[src/rtl/display_scan_ctrl_if.sv]
// Value-load handshake and display-pin bundle between the value source, display_scan_ctrl and DecoDisplay.
interface display_scan_ctrl_if;
  logic [9:0] valor;
  logic       cargar;
  logic [3:0] numeroDCU;
  logic [2:0] anodo;
  logic       busy;
  logic       listo;
  logic       error;

  modport master (
    output valor, cargar,
    input  numeroDCU, anodo, busy, listo, error
  );

  modport slave (
    input  valor, cargar,
    output numeroDCU, anodo, busy, listo, error
  );
endinterface

[src/rtl/display_scan_ctrl.sv]
// Three-digit 7-segment scan controller: sequential binary-to-BCD conversion plus anode multiplexing.
// Optional feature: define BLANK_LEADING_ZEROS_EN to suppress leading zeros on the display.
module display_scan_ctrl #(
  parameter int PRESC_W = 16
) (
  input  logic               clk,
  input  logic               reset,
  display_scan_ctrl_if.slave bus
);

  typedef enum logic [1:0] {IDLE, CONV, COMMIT} state_t;

  localparam logic [3:0] BLANK = 4'hF;

  state_t             state_q, state_d;
  logic [9:0]         bin_q, bin_d;
  logic [11:0]        bcd_q, bcd_d;
  logic [3:0]         cnt_q, cnt_d;
  logic               over_q, over_d;
  logic [3:0]         cent_q, cent_d, dec_q, dec_d, uni_q, uni_d;
  logic               busy_q, busy_d;
  logic               listo_q, listo_d;
  logic               error_q, error_d;
  logic [PRESC_W-1:0] presc_q, presc_d;
  logic [1:0]         sel_q, sel_d;

  logic [11:0] bcd_adj;
  logic        tick;

  // NOTE: always_comb uses blocking assignments so later statements see earlier updates;
  // the nibble loop relies on this to build the corrected accumulator in one pass.
  always_comb begin
    bcd_adj = bcd_q;
    for (int i = 0; i < 3; i++) begin
      if (bcd_adj[4*i +: 4] >= 4'd5) bcd_adj[4*i +: 4] = bcd_adj[4*i +: 4] + 4'd3;
    end
  end

  always_comb begin
    state_d = state_q;
    bin_d   = bin_q;
    bcd_d   = bcd_q;
    cnt_d   = cnt_q;
    over_d  = over_q;
    cent_d  = cent_q;
    dec_d   = dec_q;
    uni_d   = uni_q;
    error_d = error_q;
    listo_d = 1'b0;

    case (state_q)
      IDLE: begin
        if (bus.cargar) begin
          bin_d   = bus.valor;
          bcd_d   = '0;
          cnt_d   = '0;
          over_d  = (bus.valor > 10'd999);
          state_d = CONV;
        end
      end
      CONV: begin
        {bcd_d, bin_d} = {bcd_adj[10:0], bin_q, 1'b0};
        cnt_d          = cnt_q + 4'd1;
        if (cnt_q == 4'd9) state_d = COMMIT;
      end
      COMMIT: begin
        // Out-of-range values blank every digit rather than show a truncated BCD result.
        if (over_q) begin
          cent_d  = BLANK;
          dec_d   = BLANK;
          uni_d   = BLANK;
          error_d = 1'b1;
        end else begin
          cent_d  = bcd_q[11:8];
          dec_d   = bcd_q[7:4];
          uni_d   = bcd_q[3:0];
          error_d = 1'b0;
        end
        listo_d = 1'b1;
        state_d = IDLE;
      end
      default: state_d = IDLE;
    endcase

    busy_d = (state_d != IDLE);
  end

  // Scan timing is free-running and independent of the conversion FSM.
  assign tick = &presc_q;

  always_comb begin
    presc_d = presc_q + 1'b1;
    sel_d   = sel_q;
    if (tick) begin
      case (sel_q)
        2'd0:    sel_d = 2'd1;
        2'd1:    sel_d = 2'd2;
        default: sel_d = 2'd0;
      endcase
    end
  end

  always_ff @(posedge clk) begin
    if (reset) begin
      state_q <= IDLE;
      bin_q   <= '0;
      bcd_q   <= '0;
      cnt_q   <= '0;
      over_q  <= 1'b0;
      cent_q  <= '0;
      dec_q   <= '0;
      uni_q   <= '0;
      busy_q  <= 1'b0;
      listo_q <= 1'b0;
      error_q <= 1'b0;
      presc_q <= '0;
      sel_q   <= '0;
    end else begin
      state_q <= state_d;
      bin_q   <= bin_d;
      bcd_q   <= bcd_d;
      cnt_q   <= cnt_d;
      over_q  <= over_d;
      cent_q  <= cent_d;
      dec_q   <= dec_d;
      uni_q   <= uni_d;
      busy_q  <= busy_d;
      listo_q <= listo_d;
      error_q <= error_d;
      presc_q <= presc_d;
      sel_q   <= sel_d;
    end
  end

  logic [3:0] disp_cent, disp_dec;

`ifdef BLANK_LEADING_ZEROS_EN
  always_comb begin
    disp_cent = (cent_q == 4'd0) ? BLANK : cent_q;
    disp_dec  = (cent_q == 4'd0 && dec_q == 4'd0) ? BLANK : dec_q;
  end
`else
  always_comb begin
    disp_cent = cent_q;
    disp_dec  = dec_q;
  end
`endif

  always_comb begin
    case (sel_q)
      2'd1: begin
        bus.anodo     = 3'b101;
        bus.numeroDCU = disp_dec;
      end
      2'd2: begin
        bus.anodo     = 3'b011;
        bus.numeroDCU = disp_cent;
      end
      default: begin
        bus.anodo     = 3'b110;
        bus.numeroDCU = uni_q;
      end
    endcase
  end

  assign bus.busy  = busy_q;
  assign bus.listo = listo_q;
  assign bus.error = error_q;

endmodule

[src/flat_wrapper.sv]
// flat-port wrapper written by rule: the top's interface ports become plain ports
module display_scan_ctrl_flat 
#(
  parameter int PRESC_W = 16
)
  (clk, reset, bus_valor, bus_cargar, bus_numeroDCU, bus_anodo, bus_busy, bus_listo, bus_error);
  display_scan_ctrl_if bus_i ();
  input  logic clk;
  input  logic reset;
  input wire logic [$bits(bus_i.valor)-1:0] bus_valor;
  input wire logic [$bits(bus_i.cargar)-1:0] bus_cargar;
  output wire logic [$bits(bus_i.numeroDCU)-1:0] bus_numeroDCU;
  output wire logic [$bits(bus_i.anodo)-1:0] bus_anodo;
  output wire logic [$bits(bus_i.busy)-1:0] bus_busy;
  output wire logic [$bits(bus_i.listo)-1:0] bus_listo;
  output wire logic [$bits(bus_i.error)-1:0] bus_error;
  assign bus_i.valor = bus_valor;
  assign bus_i.cargar = bus_cargar;
  assign bus_numeroDCU = bus_i.numeroDCU;
  assign bus_anodo = bus_i.anodo;
  assign bus_busy = bus_i.busy;
  assign bus_listo = bus_i.listo;
  assign bus_error = bus_i.error;
  display_scan_ctrl #(.PRESC_W(PRESC_W)) u_core (.clk(clk), .reset(reset), .bus(bus_i));
endmodule
[config.mk]
export PLATFORM = sky130hd
export DESIGN_NAME = display_scan_ctrl_flat
export DESIGN_NICKNAME = d
export VERILOG_FILES = /design/src/rtl/display_scan_ctrl_if.sv /design/src/rtl/display_scan_ctrl.sv /design/src/flat_wrapper.sv
export SDC_FILE = /design/constraint.sdc
export NUM_CORES = 1
export LEC_CHECK = 0
export BUFFER_PORTS_ARGS = -buffer_cell sky130_fd_sc_hd__buf_2
export CAP_MARGIN = 30
export CELL_PAD_IN_SITES_DETAIL_PLACEMENT = 1
export CELL_PAD_IN_SITES_GLOBAL_PLACEMENT = 1
export CORE_AREA = 10 10 109 111
export DETAILED_ROUTE_END_ITERATION = 8
export DIE_AREA = 0 0 119 121
export GPL_TIMING_DRIVEN = 0
export PLACE_DENSITY_LB_ADDON = 0.1
export SLEW_MARGIN = 40
export SYNTH_ARGS = -nofsm -noshare
export SYNTH_HDL_FRONTEND = slang
export SYNTH_SLANG_ARGS = --single-unit
[constraint.sdc]
create_clock -name clk -period 3.4 [get_ports clk]
set_input_delay 0.68 -clock clk [delete_from_list [all_inputs] [get_ports clk]]
set_output_delay 0.68 -clock clk [all_outputs]
set_load 0.005 [all_outputs]
* After elaboration in Yosys (flattened, before gate mapping)
Index checks and enable logic that the tools add are counted.
** Storage, ports and cells
- Logic and storage cells :: 55
- Bits in writable memories :: 0
- Latch bits :: 0
- Memories :: 0
- Bits in read-only memories :: 0
- Input port bits :: 13
- Flip-flop bits (word level) :: 62
** Operators by class
- Multiplexer cells :: 20
- Bitwise gates (word level) :: 0
- $mul :: 0
- Shift operators :: 0
- Divide/modulo/power cells :: 0
- Order comparisons :: 4
- Reductions and logical operators :: 7
- $add $sub $neg :: 5
- Equal/unequal tests :: 6
** Operators by type and width (number)
- 4-bit two-way mux :: 6
- 12-bit case mux with 2 select lines :: 1
- 10-bit case mux with 2 select lines :: 1
- 16-bit by 1-bit adder with 16-bit output, second input constant :: 1
- 4-bit case mux with 2 select lines :: 2
- 16-bit AND reduction :: 1
- 4-bit by 3-bit greater-or-equal comparator with 1-bit output, second input constant :: 3
- 12-bit two-way mux :: 1
- 10-bit > comparator, second input constant :: 1
- 10-bit two-way mux :: 1
- 4-bit by 2-bit adder with 4-bit output, second input constant :: 2
- 2-bit case mux with 2 select lines :: 2
- 3-bit case mux with 2 select lines :: 1
- 4-bit by 1-bit adder with 4-bit output, second input constant :: 1
- 2-bit by 1-bit equality test with 1-bit output, second input constant :: 2
- 2-bit equality test, second input constant :: 2
- 4-bit equality test, second input constant :: 1
- 2-bit logical NOT :: 2
- 2-bit two-way mux :: 2
- 2-bit AND reduction :: 2
- 2-bit nonzero test :: 2
- 3-bit by 2-bit adder with 3-bit output, second input constant :: 1
- 3-bit two-way mux :: 1
- 1-bit two-way mux :: 2
- 2-bit inequality test, second input constant :: 1

* Logic depth before layout (Yosys ltp)
Gate-level depths: netlist of the first run.
- Word-level depth :: 4
- Mapped depth :: 6
- Gate-level depth less buffers :: 6

* Least setup slack after synthesis of the first run
Ideal clock, no wire load.
- Path kind :: reg2out
- Start :: register u_core.sel_q[0]
- End :: output bus_numeroDCU[0]
- Path slack :: 1589 ps
- Stages on the path, launching flop included :: 6
- Required time :: 2720 ps
- Buffers on the path :: 1
- Arrival :: 1131 ps
- Cell sequence :: dfxtp_1 -> inv_1 -> ha_1 -> clkbuf_1 -> nor2_1 -> a21oi_1
** Between the ends
- Word-level cells in the longest chain between the ends :: 2
- Elaborated cells between the ends (all ways) :: 3
- Classes of those cells :: eq/ne (2); mux (1)
** Ends and longest elaborated chain
- start, declared :: RTL line display_scan_ctrl.sv:25 : logic [1:0] sel_q, sel_d;
- start signal, assigned :: RTL line display_scan_ctrl.sv:131 : sel_q <= sel_d;
- 2-bit equality test / 2-bit by 1-bit equality test with 1-bit output (equally long branches) :: RTL line display_scan_ctrl.sv:150 : case (sel_q)
- 4-bit case mux with 2 select lines (*) :: RTL line display_scan_ctrl.sv:150
- end, declared :: RTL line flat_wrapper.sv:12 : output wire logic [$bits(bus_i.numeroDCU)-1:0] bus_numeroDCU;
Mark *: on every way between the ends. The rest lies on a longest branch, timed or not.

* Worst setup path after layout of the first run
- Start :: register u_core.sel_q[0]
- End :: output bus_numeroDCU[3]
The elaborated chain is that of the path after synthesis.

==> results by group, run 1 <==
Die
  – Die Y: 121 um
  – Initial core utilization: 29.5%
  – # IOs: 23
  – Die width: 119 um
  – Core Region: 9640 um2
  – Core Rows: 36
  – Die area: 14400 um2

Critical path
  – CP arrival: 1.70 ns
  – Reg2reg path depth: 6
  – Crit path max fanout: 8
  – Required time worst endpoint: 2.72 ns
  – Setup crit end kind: primary output
  – CP Class: register to primary output
  – Critical path launch point type: register

Routing
  – Drt via density: 4.83
  – Wire per inst: 15.3 um
  – DR vias: 2410
  – DRC errors left: 0
  – Final WL: 7650 um
  – Antenna-violating nets left: 0
  – DR iter-0 viols: 86
  – First-pass DRT Iterations: 6

CTS
  – CTS root buf: clkbuf_8
  – Sinks on Clock Net: 62
  – TritonCTS clock tree: yes
  – Clk pin slew, worst setup/hold paths: 0.07 ns
  – Cts bufs inserted: 9
  – Deepest clock path buffer count: 2
  – Post-cts sizing count: 0
  – Cts hold-fix bufs: 0
  – H-Tree Depth: 3
  – Postcts setup bufs: 0
  – Worst skew pair latency: 0.34 ns

Power
  – Lkg Pwr: 1.23 nW
  – NetSw: 0.000371 W
  – Int Power: 0.00125 W
  – Clock share of power: 47.7%
  – Net Sw Frac: 22.9%
  – Pwr per Cell Area: 485 nW/um2
  – Sequential power share: 46.5%
  – Comb pwr share: 5.8%
  – Peak supply drop: 0.000185 V
  – PnR Total Power: 0.00162 W

Yosys
  – Flops & latches, synth: 62
  – Mapped Cells: 328
  – Syn avg cell area: 8.66 um2
  – Asr flop ratio synth: 0%
  – Cell area after synthesis: 2840 um2
  – Ys Warns: 0
  – Yosys cell types: 40
  – Post-Syn Nets: 354
  – EDFF count, synth: 0
  – Sequential fraction of the synthesis area: 43.7%
  – Top_reg_cell synth: dfxtp_1

Timing
  – Layout Skew: 0.0116 ns
  – Worst-margin pin slew: 0.577 ns
  – Normalized max-slew margin: 61.5%
  – RSZ-0062 raised after global routing: no
  – Period utilization: 70.0%
  – Fmax: 420 MHz
  – Final setup viols: 0
  – Setup TNS: 0 ns
  – Count of final hold-check violations: 0
  – Fin. max-slew vios: 0
  – Final Critical Period: 2.38 ns

Outcome
  – Status: finished, final reports clean

Finish
  – Antenna diodes: 0
  – Most frequent cells in the layout: nor2_1, dfxtp_1, buf_2
  – # fillers: 1202
  – Post-layout nets: 387
  – Layout area overhead: 18.0%
  – Layout cells sized above 1: 14.2%

Placement
  – DP Wirelength: 5520 um
  – Number of port buffers: 22
  – Gpl congestion: 0.746

Global route
  – First-pass GRT wire length: 12900 um
  – Total track usage: 11.1%
  – Initial antenna violation count: 0
  – Vias in the first global route: 2536
  – Largest net degree at the start of global routing: 11
  – Gr ovfl total: 0

Hold path
  – Hold Crit Class: register to register
  – Hold Path Stages: 1

Run
  – Max Cap Violations: 0
[path summary, 6_finish.rpt]
check	endpoint	slack [ns]	startpoint
setup / recovery	bus_numeroDCU[3]	1.02	u_core.sel_q[0]
setup reg to reg	u_core.bcd_q[6]	1.82	u_core.bcd_q[5]
hold reg to reg	u_core.presc_q[0]	0.46	u_core.presc_q[0]
hold / removal	u_core.presc_q[0]	0.46	u_core.presc_q[0]
[metal layers]
metal	wire length, um	track usage (%)
met5	0	0
met3	236	2.19
met1	3900	14.3
met4	106	5.50
met2	3410	17.4
[layout make-up]
cell class / count / area, um2 / share of cell area [%]
Clock inverter: 3 / 65.1 / 1.94
Sequential cell: 62 / 1240 / 37.1
Multi-Input combinational cell: 231 / 1440 / 42.9
Inverter: 18 / 67.6 / 2.02
Buffer: 17 / 93.8 / 2.80
Tap cell: 133 / 166 / 4.97
Timing Repair Buffer: 22 / 110 / 3.29
Clock buffer: 13 / 169 / 5.04
[flip-flops by register name, indices dropped and copies added, names as in the netlist]
| name | count |
|---|---|
| u_core.bcd_q | 12 |
| u_core.sel_q | 2 |
| u_core.presc_q | 16 |
| u_core.cent_q | 4 |
| u_core.bus.error | 1 |
| u_core.cnt_q | 4 |
| u_core.bus.listo | 1 |
| u_core.bin_q | 10 |
| u_core.bus.busy | 1 |
| u_core.state_q | 2 |
| u_core.dec_q | 4 |
| u_core.over_q | 1 |
| u_core.uni_q | 4 |
[worst max-delay path, stage by stage, from the launching register on]
cell,delay (ns)
dfxtp_1,0.39
inv_1,0.08
ha_1,0.30
clkbuf_1,0.27
nor2_1,0.07
a21oi_1,0.12
buf_2,0.13
[power by group through the flow]
stage | logic, W | clock network (W) | registers, W
5_1_grt | 0.000108 | 0.000831 | 0.000756
2_1_floorplan | 0.0000620 | 0 | 0.000768
3_3_place_gp | 0.0000943 | 0 | 0.000770
3_5_place_dp | 0.0000962 | 0 | 0.000771
6_report | 0.0000949 | 0.000774 | 0.000754
4_1_cts | 0.0000964 | 0.000796 | 0.000754
[cells by family (layout without fill, tap and decap cells)]
kind of cell	count (synthesis)	count (layout)	share of synthesized area [%]
xor gates and xnor gates	15	15	4.63
AOI/OAI and AO/OA	72	72	16.9
DFF	62	62	43.7
buffers and inverters	35	73	5.69
adders and majority gates	13	13	5.73
and+or+nand+nor	123	123	20.5
muxes	8	8	2.86
[per-stage QoR]
step | hold slack, ns | cells | setup slack [ns] | utilization [%] | area [um2]
floorplan | 0.418 | 328 | 1.59 | - | 2840
global placement | 0.434 | 483 | 1.40 | 32.3 | 3120
detailed placement | 0.448 | 483 | 1.38 | 32.3 | 3120
CTS | 0.464 | 499 | 0.994 | 34.7 | 3350
global route | 0.486 | 499 | 0.814 | 34.7 | 3350
finish | 0.462 | 499 | 1.02 | 34.7 | 3350
[synthesized netlist by cell type (2+ instances only)]
cell | number | share of area, %
inv_1 | 18 | 2.4
a22oi_1 | 7 | 1.9
nand2_1 | 16 | 2.1
and4_1 | 3 | 0.93
nor4_1 | 3 | 0.66
nor2_1 | 62 | 8.2
ha_1 | 13 | 5.7
o22ai_1 | 8 | 1.8
mux2i_1 | 7 | 2.5
o21ai_0 | 13 | 2.3
dfxtp_1 | 62 | 44
nand2b_1 | 7 | 1.5
a211oi_1 | 16 | 4.2
and3_1 | 2 | 0.44
buf_2 | 3 | 0.53
o31ai_1 | 2 | 0.53
a21oi_1 | 13 | 2.3
buf_4 | 5 | 1.3
nand4_1 | 8 | 1.8
clkbuf_1 | 7 | 0.93
nor3_1 | 8 | 1.4
a22o_1 | 3 | 0.93
xnor2_1 | 6 | 1.9
nand3_1 | 7 | 1.2
a221oi_1 | 5 | 1.5
xor2_1 | 9 | 2.8
nor2_4 | 2 | 0.79
Power figures use the tool's default switching activity.
==> run 2, diff against run 1 <==
==> constraint.sdc (replaced) <==
create_clock -name clk -period 1.9 [get_ports clk]
set_input_delay 0.38 -clock clk [delete_from_list [all_inputs] [get_ports clk]]
set_output_delay 0.38 -clock clk [all_outputs]
set_load 0.005 [all_outputs]
==> results by group, run 2 (synthesized netlist as in run 1, its figures left out) <==
Outcome
  – Status: finished, final reports clean

Critical path
  – Required time worst endpoint: 1.52 ns
  – CP Cell Sequence: inv_2 -> ha_4 -> clkbuf_2 -> a21oi_1 -> buf_2
  – Crit path max fanout: 6
  – CP peak stage delay: 0.36 ns
  – CP max stage cell: dfxtp_4
  – Critical path launch point type: register
  – CP Class: register to primary output
  – CP arrival: 1.43 ns
  – Setup crit end kind: primary output

Power
  – Clock share of power: 47.8%
  – Sequential power share: 46.4%
  – Peak supply drop: 0.000331 V
  – Int Power: 0.00224 W
  – Net Sw Frac: 22.9%
  – Pwr per Cell Area: 851 nW/um2
  – Comb pwr share: 5.9%
  – NetSw: 0.000666 W
  – Lkg Pwr: 1.24 nW

Routing
  – Wire per inst: 15.4 um
  – First-pass DRT Iterations: 6
  – Final WL: 7690 um
  – DR iter-0 viols: 87
  – Drt via density: 4.84
  – DRC errors left: 0
  – Antenna-violating nets left: 0
  – DR vias: 2414

Finish
  – Finished Layout Cells: 499
  – # fillers: 1198
  – Post-layout nets: 387
  – Layout cells sized above 1: 17.2%
  – Biggest register: u_core.presc_q
  – Register cell area after layout: 1250 um2
  – Antenna diodes: 0
  – Layout area overhead: 20.1%
  – Largest register FFs: 16
  – Regs by FF count: u_core.presc_q: 16 flops, u_core.bcd_q: 12 flops, u_core.bin_q: 10 flops
  – Most common cell after layout, fill and taps aside: nor2_1
  – Most frequent cells in the layout: nor2_1, dfxtp_1, buf_2
  – Final design utilization: 35.4%
  – Multi-input gate area: 1490 um2

Timing
  – Final setup viols: 0
  – Period utilization: 95.1%
  – Layout Skew: 0.0118 ns
  – Fin. max-slew vios: 0
  – Count of final hold-check violations: 0
  – Tightest hold margin: 0.312 ns
  – RSZ-0062 raised after global routing: no
  – Worst Slack Setup Final: 0.0936 ns
  – Final Critical Period: 1.81 ns
  – Normalized max-slew margin: 61.3%
  – Setup TNS: 0 ns
  – Fmax: 554 MHz
  – Worst-margin pin slew: 0.580 ns

CTS
  – Worst skew pair latency: 0.34 ns
  – Clk pin slew, worst setup/hold paths: 0.07 ns
  – CTS root buf: clkbuf_8
  – TritonCTS clock tree: yes
  – Cts bufs inserted: 9
  – Sinks on Clock Net: 62
  – Cts hold-fix bufs: 0
  – H-Tree Depth: 3
  – Deepest clock path buffer count: 2

Die
  – Core Region: 9640 um2
  – Core Rows: 36
  – Die width: 119 um
  – Die Y: 121 um
  – Initial core utilization: 29.5%
  – Die area: 14400 um2
  – # IOs: 23

Global route
  – Total track usage: 11.2%
  – Initial antenna violation count: 0
  – Met1 Usage GRT: 14.4%
  – GR Layer Usage met3: 2.19%
  – First-pass GRT wire length: 12900 um
  – Vias in the first global route: 2544
  – Gr busiest metal: met2
  – Global routing usage on met2: 17.5%
  – Largest net degree at the start of global routing: 11
  – Gr ovfl total: 0

Placement
  – Gpl congestion: 0.746
  – Pre-CTS setup slack: 0.182 ns
  – DP Cell Count: 483
  – Number of port buffers: 22
  – DP Wirelength: 5520 um

Hold path
  – Hold Crit Class: input pin to register

Run
  – Max Cap Violations: 0
## run 2: cell count changes in the layout (fill, tap and decap cells not counted)
cell,previous run,this run
clkbuf_2,0,1
ha_1,13,10
a22oi_2,0,3
ha_4,0,3
dfxtp_4,0,2
a22oi_1,7,4
clkbuf_1,8,7
dfxtp_1,62,60
inv_1,18,16
inv_2,0,2
## run 2: metrics by stage
stage / power (W) / area (um2)
floorplan: 0.00149 / 2840
global placement: 0.00155 / 3120
detailed placement: 0.00155 / 3120
CTS: 0.00295 / 3370
global route: 0.00303 / 3410
finish: 0.00290 / 3410
## run 2: repair_timing
| item | CTS | global route |
|---|---|---|
| setup endpoints to repair | 4 | 4 |
| pin swaps | 0 | 1 |
| resized for setup | 6 | 10 |
| setup buffers | 0 | 1 |
## run 2: routing by layer
metal / vias up / wire length (um)
li1: 1211 / -
met1: 1160 / 3880
met2: 34 / 3480
met3: 9 / 217
met4: 0 / 106
met5: - / 0
## run 2: cell type report
type	count	share of cell area, %
Multi-Input combinational cell	231	43.7
Sequential cell	62	36.6
Clock buffer	13	4.95
Tap cell	133	4.88
Timing Repair Buffer	23	3.37
Buffer	16	2.64
Inverter	18	1.98
Clock inverter	3	1.91
## run 2: critical path, delay by kind of cell, from the launching register on
| kind | cells | cell delay [ns] |
|---|---|---|
| AOI/OAI and AO/OA | 1 | 0.12 |
| adders and majority gates | 1 | 0.23 |
| buffers and inverters | 3 | 0.37 |
| DFF | 1 | 0.36 |
## run 2: path summary, 6_finish.rpt
path | from | endpoint | slack, ns | cells past startpoint
worst min-delay path | bus_valor[0] | u_core.bin_q[0] | 0.31 | 3
worst max register to register | u_core.bcd_q[5] | u_core.bcd_q[6] | 0.32 | 6
worst max-delay path | u_core.sel_q[1] | bus_numeroDCU[2] | 0.09 | 5
worst min register to register | u_core.presc_q[0] | u_core.presc_q[0] | 0.46 | 1
## run 2: power groups by stage
stage	sequential (W)	combinational [W]	clock [W]
floorplan	0.00137	0.000111	0
global placement	0.00138	0.000169	0
detailed placement	0.00138	0.000172	0
CTS	0.00135	0.000173	0.00142
global route	0.00135	0.000194	0.00149
finish	0.00135	0.000170	0.00139
